--- src/rtl/axi_b_router_if.sv ---
// axi_b_router_if: bundle of the AXI write-response signals around the B router.
//   Slave side  : BID_S, BRESP_S, BVALID_S (toward the router), BREADY_S (back).
//   Master side : BID_M, BRESP_M, BVALID_M (toward masters), BREADY_M (back).
//   DROP_CNT    : saturating count of unroutable responses that were sunk.
// Vectors are flattened: port k occupies slice [k*w +: w].
// Modports: slave  - the router's view (consumes slave B, drives master B).
//           master - the surrounding fabric's view (the mirror image).
interface axi_b_router_if #(
  parameter int NUM_S = 3,
  parameter int NUM_M = 2,
  parameter int ID_W  = 4,
  parameter int MST_W = 4
);
  localparam int IDS_W = MST_W + ID_W;

  logic [NUM_S*IDS_W-1:0] BID_S;
  logic [NUM_S*2-1:0]     BRESP_S;
  logic [NUM_S-1:0]       BVALID_S;
  logic [NUM_S-1:0]       BREADY_S;
  logic [NUM_M*ID_W-1:0]  BID_M;
  logic [NUM_M*2-1:0]     BRESP_M;
  logic [NUM_M-1:0]       BVALID_M;
  logic [NUM_M-1:0]       BREADY_M;
  logic [7:0]             DROP_CNT;

  modport slave (
    input  BID_S, BRESP_S, BVALID_S, BREADY_M,
    output BREADY_S, BID_M, BRESP_M, BVALID_M, DROP_CNT
  );

  modport master (
    output BID_S, BRESP_S, BVALID_S, BREADY_M,
    input  BREADY_S, BID_M, BRESP_M, BVALID_M, DROP_CNT
  );
endinterface

--- src/rtl/axi_b_router.sv ---
// axi_b_router: AXI write-response crossbar, NUM_S slave ports to NUM_M master
// ports. The upper MST_W bits of each slave BID select the destination master;
// the lower ID_W bits are forwarded as the master BID. Every master port has a
// private round-robin arbiter whose grant is locked while the output is stalled,
// so distinct masters progress in parallel. Responses whose index field is
// NUM_M or more are accepted at once, discarded, and counted in DROP_CNT.
// Ports:
//   clk  - clock, all state on posedge
//   rst  - asynchronous active-low reset (clears state and blanks all outputs)
//   bus  - axi_b_router_if.slave (BID_S/BRESP_S/BVALID_S/BREADY_S,
//          BID_M/BRESP_M/BVALID_M/BREADY_M, DROP_CNT)
// Build option: define AXI_B_OUTREG_EN to put one register stage on each master
// port (one cycle latency, full throughput). Undefined: combinational path.
module axi_b_router #(
  parameter int NUM_S = 3,
  parameter int NUM_M = 2,
  parameter int ID_W  = 4,
  parameter int MST_W = 4
) (
  input  logic            clk,
  input  logic            rst,
  axi_b_router_if.slave   bus
);
  localparam int IDS_W = MST_W + ID_W;
  localparam int PTR_W = (NUM_S > 1) ? $clog2(NUM_S) : 1;

  function automatic logic [7:0] sat_add8(input logic [7:0] a, input logic [3:0] n);
    logic [8:0] sum;
    sum = {1'b0, a} + {5'b0, n};
    return sum[8] ? 8'hFF : sum[7:0];
  endfunction

  logic [MST_W-1:0] idx [NUM_S];
  logic [NUM_S-1:0] drop;
  logic [NUM_S-1:0] req [NUM_M];
  logic [3:0]       drop_n;

  logic [PTR_W-1:0] rr_ptr [NUM_M];
  logic [PTR_W-1:0] gnt    [NUM_M];
  logic [NUM_M-1:0] lock;

  logic [NUM_M-1:0] arb_vld;
  logic [PTR_W-1:0] arb_sel [NUM_M];
  logic [NUM_M-1:0] hs_ok;
  logic [NUM_M-1:0] arb_hs;
  logic [ID_W-1:0]  sel_id   [NUM_M];
  logic [1:0]       sel_resp [NUM_M];
  logic [NUM_S-1:0] bready_s;
  logic [7:0]       drop_cnt;

  // Decode: requests are blanked while reset is held so nothing is accepted.
  always_comb begin
    drop   = '0;
    drop_n = '0;
    for (int m = 0; m < NUM_M; m++) req[m] = '0;
    for (int s = 0; s < NUM_S; s++) begin
      idx[s]  = bus.BID_S[s*IDS_W+ID_W +: MST_W];
      drop[s] = rst & bus.BVALID_S[s] & (int'(idx[s]) >= NUM_M);
      drop_n  = drop_n + {3'b0, drop[s]};
      for (int m = 0; m < NUM_M; m++)
        req[m][s] = rst & bus.BVALID_S[s] & (int'(idx[s]) == m);
    end
  end

  // Arbitration: scan downward so the candidate nearest rr_ptr is the last
  // one written and therefore wins.
  always_comb begin
    int cand;
    cand = 0;
    for (int m = 0; m < NUM_M; m++) begin
      arb_vld[m] = 1'b0;
      arb_sel[m] = gnt[m];
      if (lock[m]) begin
        arb_vld[m] = rst;
      end else begin
        for (int i = NUM_S - 1; i >= 0; i--) begin
          cand = int'(rr_ptr[m]) + i;
          if (cand >= NUM_S) cand = cand - NUM_S;
          if (req[m][PTR_W'(cand)]) begin
            arb_vld[m] = 1'b1;
            arb_sel[m] = PTR_W'(cand);
          end
        end
      end
    end
  end

  always_comb begin
    bready_s = drop;
    for (int m = 0; m < NUM_M; m++) begin
      sel_id[m]   = '0;
      sel_resp[m] = '0;
      arb_hs[m]   = arb_vld[m] & hs_ok[m];
      for (int s = 0; s < NUM_S; s++) begin
        if (arb_sel[m] == PTR_W'(s)) begin
          sel_id[m]   = bus.BID_S[s*IDS_W +: ID_W];
          sel_resp[m] = bus.BRESP_S[s*2 +: 2];
          if (arb_hs[m]) bready_s[s] = 1'b1;
        end
      end
    end
  end

  assign bus.BREADY_S = bready_s;
  assign bus.DROP_CNT = drop_cnt;

  always_ff @(posedge clk or negedge rst) begin
    if (!rst) begin
      lock     <= '0;
      drop_cnt <= '0;
      for (int m = 0; m < NUM_M; m++) begin
        rr_ptr[m] <= '0;
        gnt[m]    <= '0;
      end
    end else begin
      drop_cnt <= sat_add8(drop_cnt, drop_n);
      for (int m = 0; m < NUM_M; m++) begin
        if (arb_hs[m]) begin
          lock[m]   <= 1'b0;
          rr_ptr[m] <= (arb_sel[m] == PTR_W'(NUM_S - 1)) ? '0 : arb_sel[m] + 1'b1;
        end else if (arb_vld[m]) begin
          lock[m] <= 1'b1;
          gnt[m]  <= arb_sel[m];
        end
      end
    end
  end

`ifdef AXI_B_OUTREG_EN
  logic [NUM_M-1:0] vld_p1;
  logic [ID_W-1:0]  id_p1   [NUM_M];
  logic [1:0]       resp_p1 [NUM_M];

  assign hs_ok = ~vld_p1 | bus.BREADY_M;

  // Stage p0 -> p1: the register reloads in the same cycle it drains.
  always_ff @(posedge clk or negedge rst) begin
    if (!rst) begin
      vld_p1 <= '0;
      for (int m = 0; m < NUM_M; m++) begin
        id_p1[m]   <= '0;
        resp_p1[m] <= '0;
      end
    end else begin
      for (int m = 0; m < NUM_M; m++) begin
        if (arb_hs[m]) begin
          vld_p1[m]  <= 1'b1;
          id_p1[m]   <= sel_id[m];
          resp_p1[m] <= sel_resp[m];
        end else if (bus.BREADY_M[m]) begin
          vld_p1[m]  <= 1'b0;
          id_p1[m]   <= '0;
          resp_p1[m] <= '0;
        end
      end
    end
  end

  always_comb begin
    bus.BVALID_M = vld_p1;
    bus.BID_M    = '0;
    bus.BRESP_M  = '0;
    for (int m = 0; m < NUM_M; m++) begin
      bus.BID_M[m*ID_W +: ID_W] = id_p1[m];
      bus.BRESP_M[m*2 +: 2]     = resp_p1[m];
    end
  end
`else
  assign hs_ok = bus.BREADY_M;

  always_comb begin
    bus.BVALID_M = arb_vld;
    bus.BID_M    = '0;
    bus.BRESP_M  = '0;
    for (int m = 0; m < NUM_M; m++) begin
      if (arb_vld[m]) begin
        bus.BID_M[m*ID_W +: ID_W] = sel_id[m];
        bus.BRESP_M[m*2 +: 2]     = sel_resp[m];
      end
    end
  end
`endif
endmodule

--- src/flat_wrapper.sv ---
// flat-port wrapper written by rule: the top's interface ports become plain ports
module axi_b_router_flat 
#(
  parameter int NUM_S = 3,
  parameter int NUM_M = 2,
  parameter int ID_W  = 4,
  parameter int MST_W = 4
)
  (clk, rst, bus_BID_S, bus_BRESP_S, bus_BVALID_S, bus_BREADY_M, bus_BREADY_S, bus_BID_M, bus_BRESP_M, bus_BVALID_M, bus_DROP_CNT);
  axi_b_router_if #(.NUM_S(NUM_S), .NUM_M(NUM_M), .ID_W(ID_W), .MST_W(MST_W)) bus_i ();
  input  logic clk;
  input  logic rst;
  input wire logic [$bits(bus_i.BID_S)-1:0] bus_BID_S;
  input wire logic [$bits(bus_i.BRESP_S)-1:0] bus_BRESP_S;
  input wire logic [$bits(bus_i.BVALID_S)-1:0] bus_BVALID_S;
  input wire logic [$bits(bus_i.BREADY_M)-1:0] bus_BREADY_M;
  output wire logic [$bits(bus_i.BREADY_S)-1:0] bus_BREADY_S;
  output wire logic [$bits(bus_i.BID_M)-1:0] bus_BID_M;
  output wire logic [$bits(bus_i.BRESP_M)-1:0] bus_BRESP_M;
  output wire logic [$bits(bus_i.BVALID_M)-1:0] bus_BVALID_M;
  output wire logic [$bits(bus_i.DROP_CNT)-1:0] bus_DROP_CNT;
  assign bus_i.BID_S = bus_BID_S;
  assign bus_i.BRESP_S = bus_BRESP_S;
  assign bus_i.BVALID_S = bus_BVALID_S;
  assign bus_i.BREADY_M = bus_BREADY_M;
  assign bus_BREADY_S = bus_i.BREADY_S;
  assign bus_BID_M = bus_i.BID_M;
  assign bus_BRESP_M = bus_i.BRESP_M;
  assign bus_BVALID_M = bus_i.BVALID_M;
  assign bus_DROP_CNT = bus_i.DROP_CNT;
  axi_b_router #(.NUM_S(NUM_S), .NUM_M(NUM_M), .ID_W(ID_W), .MST_W(MST_W)) u_core (.clk(clk), .rst(rst), .bus(bus_i));
endmodule
--- config.mk ---
export PLATFORM = sky130hd
export DESIGN_NAME = axi_b_router_flat
export DESIGN_NICKNAME = d
export VERILOG_FILES = /design/src/rtl/axi_b_router_if.sv /design/src/rtl/axi_b_router.sv /design/src/flat_wrapper.sv
export SDC_FILE = /design/constraint.sdc
export NUM_CORES = 1
export LEC_CHECK = 0
export CORE_MARGIN = 2
export CORE_UTILIZATION = 30
export CTS_CLUSTER_SIZE = 10
export DETAILED_ROUTE_END_ITERATION = 12
export GPL_TIMING_DRIVEN = 0
export PLACE_DENSITY_LB_ADDON = 0.25
export SYNTH_ARGS = -nofsm -noshare
export SYNTH_HDL_FRONTEND = slang
export SYNTH_SLANG_ARGS = --single-unit
--- constraint.sdc ---
create_clock -name clk -period 5.24 [get_ports clk]
set_input_delay 1.31 -clock clk [delete_from_list [all_inputs] [get_ports clk]]
set_output_delay 1.31 -clock clk [all_outputs]
set_load 0.03 [all_outputs]
==> flow_summary.json <==
{
  "hold_class": "flip-flop to flip-flop",
  "root_buffer": "clkbuf_8",
  "grt_setup_unrepaired": "yes",
  "rows": 29,
  "place_inst": 370,
  "fin_skew_ns": 0.00108,
  "hold_violations": 0,
  "nFillCells": 651,
  "postLayoutCoreUtil_pct": 44.7,
  "yosysSeqAreaShare_pct": 22.8,
  "vias": 2066,
  "slew_headroom_pct": 66.9,
  "grt_pass1_vias": 2053,
  "run_status": "completed",
  "tns_ns": 0,
  "cts.sinks": 18,
  "final.period_utilization_pct": 99.2,
  "die_width_um": 85.1,
  "grt_start_max_net_pins": 29,
  "cap_violations": 0,
  "cp-end-kind": "output port",
  "power.density_mw_per_mm2": 547,
  "fin_crit_ns": 5.20,
  "h-tree-depth": 1,
  "fin_nets": 360,
  "synth-seq-cells": 18,
  "layout_commonest_cell": "clkdlybuf4s50_1",
  "ys.flop_type": "dfrtp_1",
  "cp.arrival_ns": 3.89,
  "clk_latency_ns": 0.26,
  "setup_viol": 0,
  "crit_chain": "clkdlybuf4s50_1, or3_4, buf_6, or3_1, a31oi_4, a41oi_4, and2_1, buf_6, a2bb2oi_1, nor2_1, clkdlybuf4s15_2",
  "synth-edff-count": 0,
  "routedWlPerCell_um": 14.6,
  "core_mm2": 0.00635,
  "netlist_instances": 232,
  "ctsHoldBuffers": 0,
  "start_kind": "input pin",
  "crit_type": "input pin to output port",
  "syn_to_final_growth_pct": 44.1,
  "post-dp-hpwl_um": 4240,
  "antenna_found_initial": 0,
  "die_area_mm2": 0.00724,
  "grt_usage_pct": 15.8,
  "cts_buffers": 3,
  "yosysUniqueCellTypes": 61,
  "yosys_warnings": 0,
  "irDropWorstVdd_v": 0.000298,
  "gr-total-overflow": 0,
  "netlist_area_mm2": 0.00197,
  "clk_pin_slew_worst_paths_ns": 0.07,
  "final_cell_mix": "clkdlybuf4s50_1, nor2_1, nand2_1, buf_4, dfrtp_1",
  "slowest_delay_ns": 0.41,
  "n_antenna_cell": 0,
  "cts_max_path_buffers": 2,
  "cp_data_required_time_ns": 3.93,
  "ios": 62,
  "max_freq_mhz": 192,
  "place.gp.congestion": 0.771,
  "tightest_slew_ns": 0.496,
  "drt-initial-drc-count": 72,
  "leakagePower_nw": 1.25,
  "crit_top_cell": "buf_6",
  "port_buffers": 61,
  "first_pass_iters": 4,
  "drt-total-wl_um": 5640,
  "multiInputGateArea_mm2": 0.00146,
  "cts_tree": "built",
  "syn-mean-instance-area_um2": 8.50,
  "async_flop_share_pct": 100,
  "final_antenna_net_count": 0,
  "slowest_stage": "or3_4",
  "grt_pass1_wl_um": 9490,
  "maxSlewViolCount": 0,
  "remaining_drc_errors": 0,
  "layout.area.seq_um2": 450,
  "fp.dieH_um": 85.1,
  "vias_per_cell": 5.34,
  "drive_above_1_share_pct": 21.3,
  "worstPathMaxFanout": 10,
  "syn_nets": 281,
  "start_util_pct": 31.1,
  "final_cells": 387
}
==> sequential cells by signal (all words and copies together) (netlist names) <==
name	flops
u_core.bus.DROP_CNT	8
u_core.gnt	4
u_core.lock	2
u_core.rr_ptr	4
==> per-stage QoR <==
stage,area (um^2),hold slack (ns),setup WS (ns),power [mW]
final,2840,0.512,0.0442,1.55
after global routing,2840,0.551,-0.0686,1.69
after global placement,2680,0.494,-1.61,1.38
after detailed placement,2680,0.499,-1.60,1.38
after CTS,2780,0.515,0.00387,1.50
after floorplan,1970,0.473,0.408,1.03
==> critical path, delay by kind of cell <==
family                 cells  cell delay, ns
AOI/OAI and AO/OA          3            0.56
buffers and inverters      4            0.98
and+or+nand+nor            4            1.04
==> synthesized netlist by cell type, types with 2 or more instances <==
library cell / number / area share [%]
and2_1: 2 / 0.63
o21a_1: 3 / 1.1
o22ai_1: 6 / 1.9
buf_2: 2 / 0.51
o211ai_1: 2 / 0.76
buf_6: 3 / 1.7
nand3b_1: 2 / 0.76
nor3_1: 6 / 1.5
o21bai_1: 2 / 0.76
fa_1: 2 / 2.0
nand2_1: 19 / 3.6
nor2b_1: 3 / 0.95
nand3_1: 6 / 1.5
clkbuf_1: 6 / 1.1
a2bb2oi_1: 6 / 2.7
dfrtp_1: 18 / 23
a22oi_1: 2 / 0.76
mux2_2: 2 / 1.1
nand4_1: 2 / 0.63
a21o_1: 2 / 0.76
or3_4: 2 / 1.1
mux2i_1: 15 / 7.6
nor2_1: 21 / 4.0
o21ai_0: 7 / 1.8
inv_1: 12 / 2.3
nand2b_1: 7 / 2.2
o31ai_1: 3 / 1.1
a21oi_1: 16 / 4.1
or3_1: 5 / 1.6
and3_1: 5 / 1.6
and3b_1: 3 / 1.3
ha_1: 10 / 6.3
a31oi_1: 2 / 0.63
==> cell families (layout without fill, tap and decap cells) <==
kind of cell	count (synthesis)	count (layout)	synth area share (%)
simple gates	91	91	26.1
xor+xnor	2	2	0.888
compound gates	68	68	27.0
fa+ha+maj	12	12	8.38
buf+inv	24	102	6.03
flops	18	18	22.8
mux	17	17	8.76
==> layer usage <==
| metal | part of all wire [%] | vias to the layer above | GRT usage, % |
|---|---|---|---|
| li1 | - | 1013 | - |
| met1 | 44 | 978 | 20.4 |
| met2 | 48 | 70 | 26.5 |
| met3 | 7.2 | 5 | 3.60 |
| met4 | 1.1 | 0 | 4.47 |
| met5 | 0 | - | 0 |
==> timing repair <==
action,in CTS,in global routing
setup buffers,8,7
hold endpoints to repair,0,0
cloned,0,0
pin swaps,4,2
setup endpoints to repair,17,17
resized for setup,75,24
==> path summary, 6_finish.rpt <==
check,startpoint,end,slack [ns],depth (start not counted)
worst max register to register,u_core.rr_ptr[1],u_core.gnt[1],2.63,10
worst max-delay path,bus_BID_S[15],bus_BID_M[6],0.04,11
worst min register to register,u_core.gnt[1],u_core.gnt[1],0.51,1
min in group asynchronous,rst,u_core.bus.DROP_CNT[5],0.95,1
max in group asynchronous,rst,u_core.gnt[1],4.04,1
worst min-delay path,u_core.gnt[1],u_core.gnt[1],0.51,1
==> where the power goes <==
group          internal (mW)  switching (mW)  total, mW
Combinational          0.480           0.696       1.18
Sequential             0.201          0.0625      0.263
Clock                 0.0669          0.0495      0.116
==> final cells by class <==
type / instances / share of cell area (%)
Sequential cell: 18 / 15.9
Buffer: 10 / 2.55
Tap cell: 77 / 3.39
Multi-Input combinational cell: 190 / 51.2
Timing Repair Buffer: 76 / 23.5
Clock buffer: 4 / 1.94
Inverter: 12 / 1.59
No activity file was read; power rests on OpenSTA's default activity.
